[config.mk]
export PLATFORM = sky130hd
export DESIGN_NAME = step_phase_decoder
export DESIGN_NICKNAME = d
export VERILOG_FILES = /design/src/rtl/step_phase_decoder.sv
export SDC_FILE = /design/constraint.sdc
export NUM_CORES = 1
export LEC_CHECK = 0
export BUFFER_PORTS_ARGS = -buffer_cell sky130_fd_sc_hd__buf_4
export CORE_ASPECT_RATIO = 0.6
export CORE_UTILIZATION = 30
export DETAILED_ROUTE_END_ITERATION = 7
export SETUP_SLACK_MARGIN = 0.5
export SLEW_MARGIN = 20
export SYNTH_ARGS = -nofsm -noshare
export SYNTH_HDL_FRONTEND = slang
export SYNTH_SLANG_ARGS = --single-unit
[constraint.sdc]
create_clock -name clk -period 4.1 [get_ports clk]
set_clock_uncertainty 0.2 [all_clocks]
set_input_delay 0.205 -clock clk [delete_from_list [all_inputs] [get_ports clk]]
set_output_delay 0.205 -clock clk [all_outputs]
set_load 0.03 [all_outputs]
[src/rtl/step_phase_decoder.sv]
// Step phase decoder: watches the 8-bit phase bus driven to a stepper motor,
// filters it for stability, and tracks the resulting step position.
//
// Ports:
//   clk          system clock, rising edge
//   rst          synchronous active-high reset
//   motor_data   asynchronous phase bus (A, B, /A, /B pairs)
//   clr_pos      synchronous clear of pos
//   pos          signed two's-complement step position, wraps modulo 2^POS_W
//   phase_idx    index (0..3) of the last accepted legal pattern
//   dir_out      direction of the last counted step (1 = forward)
//   step_pulse   one-cycle strobe per counted step
//   locked       high while a valid phase reference is held
//   err_skip     one-cycle strobe on a two-phase jump
//   err_illegal  one-cycle strobe when an illegal pattern is accepted
module step_phase_decoder #(
    parameter int unsigned POS_W         = 16,
    parameter int unsigned STABLE_CYCLES = 4
) (
    input  logic             clk,
    input  logic             rst,
    input  logic [7:0]       motor_data,
    input  logic             clr_pos,
    output logic [POS_W-1:0] pos,
    output logic [1:0]       phase_idx,
    output logic             dir_out,
    output logic             step_pulse,
    output logic             locked,
    output logic             err_skip,
    output logic             err_illegal
);

    localparam int unsigned       CNT_W     = 4;
    localparam logic [CNT_W-1:0]  CNT_MAX   = '1;
    localparam logic [CNT_W-1:0]  ACCEPT_AT = CNT_W'(STABLE_CYCLES - 1);

    typedef enum logic {
        UNLOCKED = 1'b0,
        LOCKED   = 1'b1
    } state_t;

    state_t           state;
    logic [7:0]       sync1;
    logic [7:0]       sync2;
    logic [7:0]       prev;
    logic [CNT_W-1:0] stable_cnt;

    logic       pat_legal_c;
    logic       pat_idle_c;
    logic [1:0] pat_idx_c;
    logic [1:0] delta_c;
    logic       accept_c;
    logic       act_c;
    logic       step_fwd_c;
    logic       step_rev_c;

    // Two-flop synchronizer, one history flop and the stability counter.
    // The counter measures how long prev has matched the newest sample.
    always_ff @(posedge clk) begin
        if (rst) begin
            sync1      <= '0;
            sync2      <= '0;
            prev       <= '0;
            stable_cnt <= '0;
        end else begin
            sync1 <= motor_data;
            sync2 <= sync1;
            prev  <= sync2;
            if (sync2 != prev) begin
                stable_cnt <= '0;
            end else if (stable_cnt != CNT_MAX) begin
                stable_cnt <= stable_cnt + CNT_W'(1);
            end
        end
    end

    // Pattern decode of the filtered sample.
    always_comb begin
        pat_legal_c = 1'b1;
        pat_idle_c  = 1'b0;
        pat_idx_c   = 2'd0;
        case (prev)
            8'b1000_0001: pat_idx_c = 2'd0;
            8'b0100_0010: pat_idx_c = 2'd1;
            8'b0010_0100: pat_idx_c = 2'd2;
            8'b0001_1000: pat_idx_c = 2'd3;
            8'h00: begin
                pat_legal_c = 1'b0;
                pat_idle_c  = 1'b1;
            end
            default: pat_legal_c = 1'b0;
        endcase
    end

    // prev has been stable for STABLE_CYCLES samples exactly when the
    // counter sits at STABLE_CYCLES-1; the value is accepted once there.
    always_comb begin
        accept_c   = (stable_cnt == ACCEPT_AT);
        act_c      = accept_c && !pat_idle_c;
        delta_c    = pat_idx_c - phase_idx;
        step_fwd_c = act_c && pat_legal_c && (state == LOCKED) && (delta_c == 2'd1);
        step_rev_c = act_c && pat_legal_c && (state == LOCKED) && (delta_c == 2'd3);
    end

    // Lock FSM, strobes and position counter.
    always_ff @(posedge clk) begin
        if (rst) begin
            state       <= UNLOCKED;
            locked      <= 1'b0;
            phase_idx   <= 2'd0;
            dir_out     <= 1'b0;
            step_pulse  <= 1'b0;
            err_skip    <= 1'b0;
            err_illegal <= 1'b0;
            pos         <= '0;
        end else begin
            step_pulse  <= 1'b0;
            err_skip    <= 1'b0;
            err_illegal <= 1'b0;

            if (act_c) begin
                if (!pat_legal_c) begin
                    err_illegal <= 1'b1;
                    state       <= UNLOCKED;
                    locked      <= 1'b0;
                end else if (state == UNLOCKED) begin
                    phase_idx <= pat_idx_c;
                    state     <= LOCKED;
                    locked    <= 1'b1;
                end else begin
                    phase_idx <= pat_idx_c;
                    case (delta_c)
                        2'd1: begin
                            step_pulse <= 1'b1;
                            dir_out    <= 1'b1;
                        end
                        2'd3: begin
                            step_pulse <= 1'b1;
                            dir_out    <= 1'b0;
                        end
                        2'd2:    err_skip <= 1'b1;
                        default: ;
                    endcase
                end
            end

            // A clear wins over a coincident step; the step is dropped.
            if (clr_pos) begin
                pos <= '0;
            end else if (step_fwd_c) begin
                pos <= pos + POS_W'(1);
            end else if (step_rev_c) begin
                pos <= pos - POS_W'(1);
            end
        end
    end

endmodule

-- Yosys cells after proc, flatten, opt, wreduce, memory -nomap -nowiden
Index checks and enable logic that the tools add are counted.
- input bits: 11
- output and inout port bits: 23
- register bits after elaboration: 52
- logic and storage cells: 60
- equality and inequality tests: 11
- mux-type cells: 12
- reduce and logical (&&, ||, !) cells: 18
- bitwise logic cells: 3
- add/subtract/negate cells: 4
- operators with widths (operator ; count):
    $mux 16 ; 2
    $add 16x1->16 const B ; 1
    $sub 16x1->16 const B ; 1
    $eq 8x5->1 const B ; 1
    $eq 8x6->1 const B ; 1
    $eq 8x7->1 const B ; 1
    $eq 8x8->1 const B ; 1
    $logic_not 8->1 ; 1
    $mux 1 ; 8
    $ne 8x8->1 ; 1
    $reduce_or 2->1 ; 4
    $reduce_or 4->1 ; 2
    $pmux 2 s3 ; 1
    $logic_and 1x1->1 ; 5
    $add 4x1->4 const B ; 1
    $eq 2x2->1 const B ; 2
    $eq 4x2->1 const B ; 1
    $ne 4x4->1 const B ; 1
    $reduce_and 2->1 ; 2
    $reduce_and 4->1 ; 1
    $reduce_bool 2->1 ; 2
    $not 1->1 ; 3
    $eq 2x1->1 const B ; 1
    $ne 2x2->1 const B ; 1
    3 further kinds ; 3

-- Longest topological paths before layout
Gate-level depths: netlist (run 1).
- depth after elaboration: 9
- gate-level depth with buffers: 18
- gate-level depth less buffers: 18

-- Worst setup path before layout (run 1)
OpenSTA, ideal clock, no wires.
- path kind: register to register
- from: register prev[3]
- to: register pos[15]
- buffers on the path: 0
- setup slack: 0.264 ns
- period minus slack after synthesis: 3.836 ns
- required time: 3.828 ns
- cell stages (with the launch flop): 17
- data arrival time: 3.564 ns
- library setup time: 0.072 ns
- path through: dfxtp_1 > nor2_1 > and3_1 > a31o_2 > nand3_1 > ha_1 > nor2_2 > nand2_1 > ha_1 > o21ai_0 > o21ai_1 > a31oi_1 > o21ai_1 > nor3_2 > o41ai_2 > mux2i_1 > mux2i_1
- longest elaborated chain between the ends: 8
- elaborated cells between the ends (all ways): 20
- classes of those cells: 1 x add/sub; 6 x eq/ne; 4 x mux; 9 x reduce/logical
- RTL lines (element ; RTL line ; source):
    start, declared ; 45 ; logic [7:0] prev;
    start signal, assigned ; 68 ; prev <= sync2;
    parallel branches: the longest is 8 deep, another holds $sub 2x2->2 ; - ;
    end signal, assigned ; 151 ; pos <= pos + POS_W'(1);
    end signal, assigned ; 153 ; pos <= pos - POS_W'(1);
    end, declared ; 24 ; output logic [POS_W-1:0] pos,
Parallel ways; which one is timed is not known.
A chain may end at the register's enable or synchronous reset.

-- Worst setup path in the final report (run 1)
Ends and elaborated chain as after synthesis.

==> results.toml, run 1 <==
[layout]
final_common_cell = "buf_4"
nets = 372
final_cell_mix = "53 x buf_4, 50 x dfxtp_1, 27 x nor2b_1, 24 x nand2_1, 24 x nor2_1"
diodes = 0
drive_gt1_share_pct = 31.9
synthToLayoutAreaGrowth_pct = 41.0

[routing]
detail-route-antenna-nets = 0
num_vias = 2136
drt_iter0_drc = 107
drt-pass1-iter-count = 4
drcViolationCount = 0
routed_via_density = 4.72
wl_per_cell_um = 13.6
drt-total-wl_um = 6150

[worst_hold_path]
holdPathEnd = "sync1[1]"
whs_path_depth = 2
worstHoldPathType = "input pin to flop"
hp-start = "rst"

[grt]
first_global_vias = 1987
grtUsageTotal_pct = 14.6
grt_overflow = 0
antenna_found_initial = 0
grt_start_max_net_pins = 37
grt_pass1_wl_um = 9930

[placed_design]
dp_hpwl_um = 4070
place_ws_ns = 0.0675
gp_congestion = 0.753
portBuffers = 33

[critical_path]
end_kind = "flop"
regToRegSetupSlack_ns = 0.45
crit_path_max_fanout = 5
crit_chain = "nor2_4 > and3_4 > a31o_4 > nand3_4 > ha_4 > xnor2_4 > xnor2_4 > nand2_4 > buf_6 > ha_4 > o21ai_1 > nand2b_1 > a31oi_2 > o21ai_2 > nor3_2 > o41ai_2 > mux2i_1 > mux2i_1"
r2r_start = "prev[3]"
crit_cells = 18
crit_family = "compound AO/OA/AOI/OAI gates"
crit_arrival_ns = 3.67
crit_buf_inv = 1
rr_worst_depth = 18
crit_type = "flop to flop"
r2r_end = "pos[15]"
crit_path_max_incr_delay_ns = 0.38
crit_path_start_kind = "flop"
crit_required_ns = 4.12
slowest_stage = "o41ai_2"
startpoint = "prev[3]"

[die]
dieHeight_um = 73.3
die-area_um2 = 8870
die_x_um = 121
ioPinCount = 34
start_util_pct = 31.7
core_um2 = 8040
num_rows = 25

[sta]
rsz0062_at_grt = "true"
period_share_pct = 89.0
max-slew-margin-rel_pct = 60.1
tns_ns = 0
fin_ws_ns = 0.452
whs_ns = 0.106
worst_pin_slew_ns = 0.599
setup_viol = 0
maxSlewViolCount = 0
fmax_ghz = 0.274
min_period_ns = 3.65
hold_viol = 0

[clock_tree]
root_buffer = "clkbuf_16"
numCtsBuffers = 5
htreeDepth = 2
cts.path.max_buffers = 2
clock_sinks = 52
path_clk_slew_ns = 0.07
cts_tree = "done"
clock_latency_ns = 0.30

[job]
drv_cap = 0

[pwr]
totalPowerFinal_mw = 1.00
vdd_drop_max_uv = 144
p_leak_nw = 1.39
p_per_area_nw_per_um2 = 280

[synthesis]
synth_flop_cell = "dfxtp_1"
syn-mean-instance-area_um2 = 9.02
yosysSeqAreaShare_pct = 40.9
synth_cell_types = 51
netlist.area_leader.share_pct = 40.9
synthTopCellsByArea = "dfxtp_1 41%, ha_1 7.9%, nor2b_1 6.9%"
synthesis.nets = 310
synth_cells = 282
synth_edf_count = 0
synth_top_area_cell = "dfxtp_1"
yosysWarnings = 0
syn_area_um2 = 2540
ys_ff_latch = 52
ys_async_sr_fraction_pct = 0

[status]
status = "finished clean"
-- cells by family after synthesis --
family	synth area share, %
and+or+nand+nor	25.6
AOI/OAI and AO/OA	13.9
DFF	40.9
xor gates and xnor gates	7.23
adders and majority gates	8.65
buffers and inverters	2.61
muxes	1.18
-- through the flow --
step	util (%)	instances	instance area, um2
6_report	44.6	453	3590
2_1_floorplan	-	282	2600
3_5_place_dp	36.8	416	2960
5_1_grt	44.6	453	3590
3_3_place_gp	36.8	416	2960
4_1_cts	42.5	446	3420
-- power breakdown --
group          switching (mW)  internal, mW  total [mW]
combinational          0.0237        0.0271      0.0507
clock                   0.200         0.231       0.431
sequential            0.00693         0.514       0.521
-- state kept, by name (all words and copies together), names as in the netlist --
register / count
locked: 1
err_illegal: 1
pos: 16
state: 1
step_pulse: 1
sync1: 8
dir_out: 1
err_skip: 1
prev: 8
phase_idx: 2
stable_cnt: 4
sync2: 8
-- layer usage --
layer  share of wire, %  GRT usage, %  vias to the layer above
met4                1.1          4.94                        0
met3                4.1          3.73                        6
met5                  0             0                        -
met2                 41          20.8                       49
li1                   -             -                     1105
met1                 54          21.3                      976
-- what timing repair did --
action                                  in CTS  in global routing
gates cloned                                 1                  0
hold buffers                                 9                  0
buffers inserted                            12                  7
endpoints found under the hold margin        9                  0
endpoints found under the setup margin       8                  9
gates resized for setup                     23                 25
pin swaps                                   16                 22
-- synth_stat cells (2+ instances only) --
cell type	instances
dfxtp_1	52
nor2b_1	28
nor2_1	27
nand2_1	25
xnor2_1	17
ha_1	16
a21oi_1	15
nor3_1	10
o21ai_0	10
nand3_1	8
clkbuf_1	6
inv_1	6
a211oi_1	5
a31oi_1	4
xor2_1	4
mux2i_1	3
nand4_1	3
o21ai_1	3
or3_1	3
a22oi_1	2
buf_2	2
nor2_4	2
nor4bb_1	2
or2_2	2
-- area by class of cell --
class / count / area, um2
tap: 108 / 135
clock buffer: 5 / 125
multi-input combinational: 216 / 1730
clock inverter: 3 / 25.0
inverter: 6 / 22.5
timing repair buffer: 63 / 499
sequential: 52 / 1050
fill: 766 / 4450
-- worst max-delay path by stage --
| stage | end |
|---|---|
| 2_1_floorplan | pos[15] |
| 3_3_place_gp | pos[15] |
| 3_5_place_dp | pos[14] |
| 4_1_cts | pos[15] |
| 5_1_grt | pos[15] |
| 6_report | pos[15] |
(Power assumes the default switching activity.)
==> run 2, diff against run 1 <==
Settings changed: CORE_MARGIN from default to 2.
==> run 2 against run 1 <==
Maximum frequency fell by 0.94%. Sequential power barely moved. Critical path type unchanged. Power rose by 0.50%.
==> results.toml, run 2 (synthesized netlist as in run 1, its figures left out) <==
[sta]
tns_ns = 0
max-slew-margin-rel_pct = 60.0
min_period_ns = 3.68
period_share_pct = 89.8
fmax_ghz = 0.272
worst_pin_slew_ns = 0.600
maxSlewViolCount = 0
rsz0062_at_grt = "true"
setup_viol = 0
hold_viol = 0
fin_ws_ns = 0.418
whs_ns = 0.100

[pwr]
p_int_mw = 0.773
p_per_area_nw_per_um2 = 275
p_clk_share_pct = 43.2
vdd_drop_max_uv = 150
totalPowerFinal_mw = 1.01
power.switching_mw = 0.235
combPwrFrac_pct = 5.0
p_seq_share_pct = 51.8
p_leak_nw = 1.41
p_sw_share_pct = 23.3

[layout]
nets = 370
final_cells = 451
top_register = "pos"
final_cell_mix = "50 x buf_4, 47 x dfxtp_1, 27 x nor2b_1, 24 x nand2_1, 23 x nor2_1"
drive_gt1_share_pct = 34.7
synthToLayoutAreaGrowth_pct = 44.0
final_common_cell = "buf_4"
largest_reg_flops = 16
diodes = 0

[clock_tree]
numCtsBuffers = 5
cts.path.max_buffers = 2
cts_tree = "done"
path_clk_slew_ns = 0.07
root_buffer = "clkbuf_16"
clock_sinks = 52
clock_latency_ns = 0.30
htreeDepth = 2

[placed_design]
portBuffers = 33
placedCellCount = 416
dp_hpwl_um = 3990
gp_congestion = 0.850
place_ws_ns = 0.0665

[routing]
drt-total-wl_um = 6130
drt_iter0_drc = 89
drt-pass1-iter-count = 5
wl_per_cell_um = 13.6
drcViolationCount = 0
detail-route-antenna-nets = 0
routed_via_density = 4.72
num_vias = 2128

[critical_path]
r2r_start = "prev[4]"
endpoint = "pos[15]"
crit_path_max_fanout = 7
r2r_end = "pos[15]"
end_kind = "flop"
crit_chain = "nor2_4 > and3_4 > a31o_4 > nand3_4 > ha_4 > xnor2_4 > xnor2_2 > nand2_4 > buf_12 > buf_8 > ha_4 > nand4_1 > o21ai_2 > nor3_2 > o41ai_2 > mux2i_1 > mux2i_1"
crit_type = "flop to flop"
slowest_stage = "o41ai_2"
regToRegSetupSlack_ns = 0.42
crit_path_start_kind = "flop"
crit_path_max_incr_delay_ns = 0.39
startpoint = "prev[4]"
crit_arrival_ns = 3.71
rr_worst_depth = 17
crit_required_ns = 4.13

[grt]
antenna_found_initial = 0
grt_overflow = 0
grt_pass1_wl_um = 9890
grtUsageTotal_pct = 14.1
grt_start_max_net_pins = 37
first_global_vias = 1950

[die]
ioPinCount = 34
start_util_pct = 31.7
core_um2 = 8040
die-area_um2 = 9260
die_x_um = 123
dieHeight_um = 75.3
num_rows = 25

[worst_hold_path]
worstHoldPathType = "input pin to flop"

[job]
drv_cap = 0

[status]
status = "finished clean"
==> run 2: changes by cell type in the layout (fill, tap and decap cells not counted), sizes merged <==
cell	change
buf	-2
==> run 2: final cells by class <==
class                   instances  area [um2]
well taps                     108         135
flip-flops and latches         52        1050
clock inverters                 3        25.0
repair buffers                 61         500
inverters                       6        22.5
fillers                       749        4380
multi-input cells             216        1800
clock buffers                   5         125
==> run 2: power by group through the flow <==
stage,Clock (mW),Combinational (mW),Sequential (mW)
4_1_cts,0.450,0.0475,0.521
6_report,0.436,0.0508,0.522
3_3_place_gp,0,0.0397,0.533
3_5_place_dp,0,0.0403,0.533
5_1_grt,0.466,0.0562,0.523
2_1_floorplan,0,0.0276,0.532
==> run 2: through the flow <==
step	utilization, %	instance area [um2]
global placement	36.8	2960
CTS	42.2	3390
finish	45.6	3660
detailed placement	36.8	2960
global route	45.6	3660
floorplan	-	2600
==> run 2: worst max-delay path: cells and delay by family (launching register included) <==
family | cells | cell delay (ns)
xor+xnor | 2 | 0.36
compound gates | 3 | 0.72
simple gates | 6 | 0.72
buf+inv | 2 | 0.31
flops | 1 | 0.36
fa+ha+maj | 2 | 0.45
mux | 2 | 0.48
==> run 2: worst min path at each step <==
stage	slack, ns	depth (start not counted)	start	to
6_report	0.10	2	rst	sync1[1]
5_1_grt	0.12	2	rst	sync1[6]
4_1_cts	0.10	2	rst	sync1[6]
3_5_place_dp	0.22	2	motor_data[1]	sync1[1]
3_3_place_gp	0.22	2	motor_data[1]	sync1[1]
2_1_floorplan	0.13	1	motor_data[0]	sync1[0]
==> run 2: timing repair <==
item                                    4_1_cts  5_1_grt
gates resized for setup                      22       40
hold buffers                                  9        0
gates cloned                                  1        0
pin swaps                                    10       24
endpoints found under the hold margin         9        0
setup buffers                                 7       10
endpoints found under the setup margin        8        7
==> run 2: per-layer routing <==
layer  wire, um  GRT usage [%]
met4         35           5.49
met3        293           3.67
met2       2550           20.1
met5          0              0
met1       3240           20.4
==> run 3, diff against run 2 <==
Settings changed: RECOVER_POWER from default to 100.
Clock period 4.1 ns to 4.5 ns, I/O delays scaled along.
==> run 3 against run 2 <==
Global-route usage is 2.4 points lower. Final area fell by 12%. Largest cell class unchanged. Sequential share of layout area rose by 3.7 points. Critical endpoint is now pos[14]. Highest routed layer unchanged. Sequential cell count is the same. Critical path type unchanged. Die area stayed put. Critical path depth decreased by 3. Maximum frequency is 8.5% lower. Routed wire length fell by 7.6%.
==> results.toml, run 3 (synthesized netlist as in run 1, its figures left out) <==
[grt]
grt_overflow = 0
antenna_found_initial = 0
grtUsageTotal_pct = 11.7
grt_start_max_net_pins = 37
first_global_vias = 1712
grt_pass1_wl_um = 8400

[layout]
largest_reg_flops = 16
fillerInstances = 792
final_cells = 437
final_cell_mix = "51 x dfxtp_1, 28 x nor2b_1, 25 x nor2_1, 24 x nand2_1, 24 x clkbuf_1"
synthToLayoutAreaGrowth_pct = 26.2
drive_gt1_share_pct = 17.6
final_cell_area_um2 = 3210
nets = 356
final_common_cell = "dfxtp_1"
ff_latch_area_um2 = 1040
final_core_util_pct = 40.0
diodes = 0
multi_input_area_um2 = 1570
top_register = "pos"

[critical_path]
end_kind = "flop"
crit_type = "flop to flop"
crit_path_start_kind = "flop"
crit_required_ns = 4.51
crit_arrival_ns = 4.03
crit_path_max_fanout = 8

[sta]
tns_ns = 0
max-slew-margin-rel_pct = 30.7
worst_pin_slew_ns = 1.04
hold_viol = 0
period_share_pct = 89.4
min_period_ns = 4.02
setup_viol = 0
fin_ws_ns = 0.476
whs_ns = 0.0118
maxSlewViolCount = 0
rsz0062_at_grt = "true"
fmax_ghz = 0.248

[clock_tree]
path_clk_slew_ns = 0.07
numCtsBuffers = 5
clock_latency_ns = 0.29
cts.path.max_buffers = 2
root_buffer = "clkbuf_16"
htreeDepth = 2
cts_tree = "done"
clock_sinks = 52

[pwr]
p_leak_nw = 1.18
vdd_drop_max_uv = 181
p_per_area_nw_per_um2 = 282
totalPowerFinal_mw = 0.907

[die]
die-area_um2 = 9260
core_um2 = 8040
start_util_pct = 31.7
die_x_um = 123
ioPinCount = 34
dieHeight_um = 75.3
num_rows = 25

[routing]
num_vias = 2055
detail-route-antenna-nets = 0
drcViolationCount = 0
routed_via_density = 4.70
drt_iter0_drc = 105
wl_per_cell_um = 13.0
drt-pass1-iter-count = 4
drt-total-wl_um = 5660

[placed_design]
gp_congestion = 0.863
portBuffers = 33
placed_cell_area_um2 = 2900
dp_hpwl_um = 3840
placedCellCount = 416
place_ws_ns = 0.447

[job]
drv_cap = 0

[worst_hold_path]
worstHoldPathType = "input pin to flop"

[status]
status = "finished clean"
## run 3: changes by cell type in the layout (fill, tap and decap cells not counted), moves of 3 or more
cell / delta
o21ai_0: +3
clkbuf_1: +24
ha_1: +4
ha_4: -6
clkbuf_4: +8
dfxtp_1: +4
buf_4: -43
## run 3: report_power, final
group          switching [mW]  internal (mW)  total, mW
logic                  0.0200         0.0225     0.0425
clock network           0.179          0.210      0.389
registers             0.00603          0.469      0.475
total                   0.205          0.702      0.907
## run 3: final timing paths
path / from / endpoint / slack [ns] / cells after the start
max: stable_cnt[0] / pos[14] / 0.48 / 14
min: clr_pos / pos[15] / 0.01 / 3
max reg2reg: stable_cnt[0] / pos[14] / 0.48 / 14
min reg2reg: sync1[0] / sync2[0] / 0.23 / 1
## run 3: critical path: stages, from the launching register on
cell and delay, ns:
dfxtp_1 0.39, ha_1 0.27, nor3b_1 0.58, o211ai_4 0.17
nor2_2 0.15, nand2_2 0.19, ha_1 0.43, nor2b_1 0.24
o21ai_1 0.12, a21boi_2 0.28, o41ai_4 0.12, o32ai_2 0.29
o22ai_1 0.14, xor2_1 0.15, a211oi_1 0.22
## run 3: cell type report
cell class,instances,area share (%)
multi-input combinational,215,48.8
timing repair buffer,48,9.15
sequential,52,32.5
tap,108,4.21
clock inverter,3,0.779
inverter,6,0.701
clock buffer,5,3.90
## run 3: routing by layer
layer | part of all wire [%] | vias to the layer above | wire [um] | track usage [%]
met5 | 0 | - | 0 | 0
met4 | 0.81 | 0 | 46 | 3.19
met3 | 4.0 | 4 | 227 | 2.69
met2 | 38 | 40 | 2170 | 14.8
met1 | 57 | 932 | 3220 | 19.1
li1 | - | 1079 | - | -
## run 3: timing repair
| action | CTS | global route |
|---|---|---|
| endpoints found under the hold margin | 8 | 0 |
| pin swaps | 0 | 12 |
| hold buffers | 8 | 0 |
| resized for setup | 3 | 28 |
| setup buffers | 0 | 5 |
| setup endpoints to repair | 3 | 7 |
